[config.mk]
export PLATFORM = sky130hd
export DESIGN_NAME = serial_byte_receiver
export DESIGN_NICKNAME = d
export VERILOG_FILES = /design/src/rtl/serial_byte_receiver.sv
export SDC_FILE = /design/constraint.sdc
export NUM_CORES = 1
export LEC_CHECK = 0
export CAP_MARGIN = 20
export CORE_ASPECT_RATIO = 0.5
export CORE_MARGIN = 1.5
export CORE_UTILIZATION = 57
export DETAILED_ROUTE_END_ITERATION = 10
export PLACE_DENSITY = 0.84
export SKIP_LAST_GASP = 1
export SLEW_MARGIN = 20
export SYNTH_ARGS = -nofsm -noshare
export SYNTH_HDL_FRONTEND = slang
export SYNTH_SLANG_ARGS = --single-unit
[constraint.sdc]
create_clock -name clk -period 3.5 [get_ports clk]
set_input_delay 0.875 -clock clk [delete_from_list [all_inputs] [get_ports clk]]
set_output_delay 0.875 -clock clk [all_outputs]
set_load 0.05 [all_outputs]
[src/rtl/serial_byte_receiver.sv]
// serial_byte_receiver: ser_clk-oversampled byte deserializer with frame counting and a byte FIFO; define RX_MSB_FIRST_EN for MSB-first assembly
module serial_byte_receiver #(
  parameter int FRAME_BYTES = 10,
  parameter int FIFO_DEPTH = 4,
  parameter int CNT_W = 8
) (
  input  logic             clk,
  input  logic             reset,
  input  logic             ser_clk,
  input  logic             ser_data,
  input  logic             ser_active,
  input  logic             out_ready,
  output logic [7:0]       out_data,
  output logic             out_valid,
  output logic [CNT_W-1:0] byte_count,
  output logic             frame_done,
  output logic             overflow,
  output logic             frame_err
);
  localparam int AW = $clog2(FIFO_DEPTH);
  typedef enum logic [1:0] {IDLE, SHIFT, DONE} state_t;
  state_t state_q, state_d;
  logic [1:0] sclk_q, sdat_q, sact_q;
  logic sclk_prev_q;
  logic rise, act, bit_in;
  logic [2:0] bit_cnt_q, bit_cnt_d, pos;
  logic [7:0] shift_q, shift_d, shift_nx;
  logic [CNT_W-1:0] byte_cnt_q, byte_cnt_d;
  logic ovf_q, ovf_d, ferr_q, ferr_d;
  logic push, pop, full, wr_en;
  logic [7:0] mem_q [FIFO_DEPTH];
  logic [AW-1:0] wr_q, rd_q;
  logic [AW:0] cnt_q;
  assign rise = sclk_q[1] & ~sclk_prev_q;
  assign act = sact_q[1];
  assign bit_in = sdat_q[1];
`ifdef RX_MSB_FIRST_EN
  assign pos = 3'd7 - bit_cnt_q;
`else
  assign pos = bit_cnt_q;
`endif
  assign full = cnt_q == (AW+1)'(FIFO_DEPTH);
  assign out_valid = cnt_q != '0;
  assign pop = out_valid & out_ready;
  assign wr_en = push & (~full | pop);
  assign out_data = mem_q[rd_q];
  assign byte_count = byte_cnt_q;
  assign frame_done = state_q == DONE;
  assign overflow = ovf_q;
  assign frame_err = ferr_q;
  always_comb begin
    state_d = state_q;
    bit_cnt_d = bit_cnt_q;
    shift_d = shift_q;
    byte_cnt_d = byte_cnt_q;
    ovf_d = ovf_q;
    ferr_d = ferr_q;
    push = 1'b0;
    shift_nx = shift_q;
    shift_nx[pos] = bit_in;
    case (state_q)
      IDLE: if (act) begin
        state_d = SHIFT;
        bit_cnt_d = '0;
        byte_cnt_d = '0;
        ovf_d = 1'b0;
        ferr_d = 1'b0;
      end
      SHIFT: if (!act) begin
        state_d = IDLE;
        ferr_d = 1'b1;
        bit_cnt_d = '0;
      end else if (rise) begin
        shift_d = shift_nx;
        bit_cnt_d = bit_cnt_q + 3'd1;
        if (bit_cnt_q == 3'd7) begin
          push = 1'b1;
          byte_cnt_d = byte_cnt_q + 1'b1;
          ovf_d = ovf_q | (full & ~pop);
          if (byte_cnt_d == CNT_W'(FRAME_BYTES)) state_d = DONE;
        end
      end
      DONE: if (!act) state_d = IDLE;
      default: state_d = IDLE;
    endcase
  end
  always_ff @(posedge clk) begin
    if (reset) begin
      state_q <= IDLE;
      {sclk_q, sdat_q, sact_q, sclk_prev_q} <= '0;
      bit_cnt_q <= '0;
      shift_q <= '0;
      byte_cnt_q <= '0;
      ovf_q <= 1'b0;
      ferr_q <= 1'b0;
    end else begin
      state_q <= state_d;
      sclk_q <= {sclk_q[0], ser_clk};
      sdat_q <= {sdat_q[0], ser_data};
      sact_q <= {sact_q[0], ser_active};
      sclk_prev_q <= sclk_q[1];
      bit_cnt_q <= bit_cnt_d;
      shift_q <= shift_d;
      byte_cnt_q <= byte_cnt_d;
      ovf_q <= ovf_d;
      ferr_q <= ferr_d;
    end
  end
  always_ff @(posedge clk) begin
    if (reset) begin
      for (int i = 0; i < FIFO_DEPTH; i++) mem_q[i] <= '0;
      wr_q <= '0;
      rd_q <= '0;
      cnt_q <= '0;
    end else begin
      if (wr_en) mem_q[wr_q] <= shift_nx;
      wr_q <= wr_q + AW'(wr_en);
      rd_q <= rd_q + AW'(pop);
      cnt_q <= cnt_q + (AW+1)'(wr_en) - (AW+1)'(pop);
    end
  end
endmodule

==> flow_metrics.tcl <==
set metrics [dict create \
    status "finished clean" \
    powerDensity_mw_per_mm2 551 \
    path_class "flip-flop to primary output" \
    cts_max_level 3 \
    cts.repair.resized 0 \
    crit_fanout 9 \
    initial_core_util 0.616 \
    nFillCells 376 \
    num_rows 18 \
    cts_root_buf "clkbuf_8" \
    dpl.hpwl_mm 4.31 \
    drc 0 \
    cellLeakagePower_nw 1.26 \
    cts_buffer_depth 2 \
    instances_no_fill 393 \
    slew_headroom 0.416 \
    setup_viol 0 \
    ys_seq_area_frac 0.541 \
    placeableCoreArea_mm2 0.00511 \
    ys_warn_count 0 \
    grt_pass1_vias 2152 \
    hold_buffers 0 \
    port_buffers 25 \
    clk_pin_slew_worst_paths_ps 70 \
    final_nets 333 \
    syn-num-nets 312 \
    clk_latency_ps 350 \
    crit_chain "mux4_2, clkdlybuf4s50_1" \
    synth-edff-count 32 \
    ys_ff_latch 69 \
    grt_overflow 0 \
    setup_tns_ps 0 \
    cpPeakStageDelay_ps 710 \
    worstSetupStartpointType "flip-flop" \
    clock.fmax_mhz 314 \
    cts_tree "done" \
    finalCritPeriodShare 0.910 \
    max-vdd-ir-drop_uv 307 \
    avgSynthCellArea_um2 10.6 \
    n_antenna_cell 0 \
    vias 2248 \
    worst_ep_arrival_time_ps 2310 \
    slew_violations 0 \
    synth-main-ff-cell "dfxtp_1" \
    holdWs_ps 454 \
    pre_cts_ws_ps 384 \
    drt_iter0_markers 196 \
    worst_pin_slew_ps 854 \
    gp_congestion 0.829 \
    hold_viol 0 \
    synth_cells 297 \
    synthArstFlopShare 0 \
    grt.total_usage 0.227 \
    grt_pass1_wl_mm 10.3 \
    die_area_mm2 0.00600 \
    post-route-cell-area_mm2 0.00360 \
    cp_slowest_cell "clkdlybuf4s50_1" \
    fin_skew_ps 10.6 \
    drive_gt1_frac 0.0836 \
    die_width_um 108 \
    routed_wl_mm 6.18 \
    fp.dieH_um 55.5 \
    wl_per_cell_um 15.7 \
    cts.sink_count 69 \
    grt_max_degree 39 \
    setup_ws_ps 314 \
    antenna_found_initial 0 \
    post_cts_buffers 0 \
    end_kind "primary output" \
    syn-cell-area_mm2 0.00315 \
    maxCapViolations 0 \
    post-place-cells 377 \
    syn2layout_area_growth_pct 14.4 \
    vias_per_cell 5.72 \
    grt_setup_unrepaired "false" \
    placed_cell_area_mm2 0.00340 \
    final_util 0.704 \
    finalPower_mw 1.98 \
    period_minus_slack_ps 3190 \
    antenna_left 0 \
    firstDrtPassIters 4 \
    synth_cell_types 39 \
    required_ps 2620 \
    ios 26 \
    hold_path_class "flip-flop to flip-flop" \
    cts_buffers 9 \
]
-- flip-flops by register name (all words and copies together), names as in the netlist, 2 cells and up --
register	count
mem_q	32
byte_count	8
shift_q	8
bit_cnt_q	3
cnt_q	3
rd_q	2
sact_q	2
sclk_q	2
sdat_q	2
state_q	2
wr_q	2
-- cells in the mapped netlist, drive strengths merged, types with 3 or more instances --
| cell type | count | area share |
|---|---|---|
| nor2 | 64 | 0.076 |
| dfxtp | 37 | 0.24 |
| edfxtp | 32 | 0.31 |
| nand2 | 17 | 0.020 |
| nor2b | 14 | 0.028 |
| a21oi | 12 | 0.019 |
| a211oi | 10 | 0.024 |
| clkbuf | 9 | 0.011 |
| buf | 8 | 0.019 |
| ha | 8 | 0.032 |
| inv | 8 | 0.0095 |
| mux2i | 8 | 0.025 |
| mux4 | 8 | 0.057 |
| nor3 | 7 | 0.011 |
| nand3 | 5 | 0.0080 |
| nand4 | 5 | 0.0099 |
| o21ai | 5 | 0.0080 |
| xnor2 | 5 | 0.014 |
| and2 | 4 | 0.0080 |
| and3 | 4 | 0.0080 |
| nor3b | 4 | 0.0095 |
| or3 | 4 | 0.0080 |
| nand3b | 3 | 0.0072 |
-- final cells by class --
cell class	instances	area (um^2)	share of cell area
inverter	8	30.0	0.00834
multi-input combinational	203	1320	0.368
clock inverter	6	63.8	0.0177
tap	70	87.6	0.0243
timing repair buffer	27	265	0.0737
sequential	69	1700	0.473
clock buffer	10	128	0.0355
-- where the power goes --
part	internal (mW)	total, mW	switching (mW)	leakage, nW
clock network	0.328	0.621	0.294	0.0939
registers	0.880	0.935	0.0544	0.629
logic	0.189	0.426	0.237	0.539
total	1.40	1.98	0.585	1.26
-- critical path: cells and delay by family, from the launching register on --
family	cells	cell delay (ps)
buffers and inverters	1	710
flip-flops	1	680
multiplexers	1	570
-- path summary, 6_finish.rpt --
check                                   from           to  slack (ps)  cells after the start
worst max-delay path                 rd_q[0]  out_data[7]         310                      2
worst min-delay path               sclk_q[0]    sclk_q[1]         450                      1
worst max register to register  bit_cnt_q[0]  mem_q[0][0]         600                      7
worst min register to register     sclk_q[0]    sclk_q[1]         450                      1
-- per-layer routing --
metal / vias up / global-route usage / share of wire
met5: - / 0 / 0
met2: 77 / 0.350 / 0.47
li1: 1091 / - / -
met1: 1072 / 0.300 / 0.45
met3: 8 / 0.0862 / 0.058
met4: 0 / 0.0658 / 0.016
-- cell families after synthesis --
group / after synthesis / synth area share
buf+inv: 25 / 0.0398
flops: 69 / 0.541
mux: 16 / 0.0827
xor+xnor: 5 / 0.0139
fa+ha+maj: 9 / 0.0382
simple gates: 138 / 0.212
compound gates: 35 / 0.0732
-- cells in the final DEF (no fill, tap or decap), types with 7 or more instances in the layout --
cell and n:
nor2_1 63, dfxtp_1 37, edfxtp_1 32, clkdlybuf4s50_1 25
nand2_1 17, nor2b_1 14, a21oi_1 12, a211oi_1 10
clkbuf_8 9, inv_1 8, mux4_2 8, mux2i_1 8
ha_1 8, nor3_1 7
Note: power is estimated with default switching activity, not from simulation.
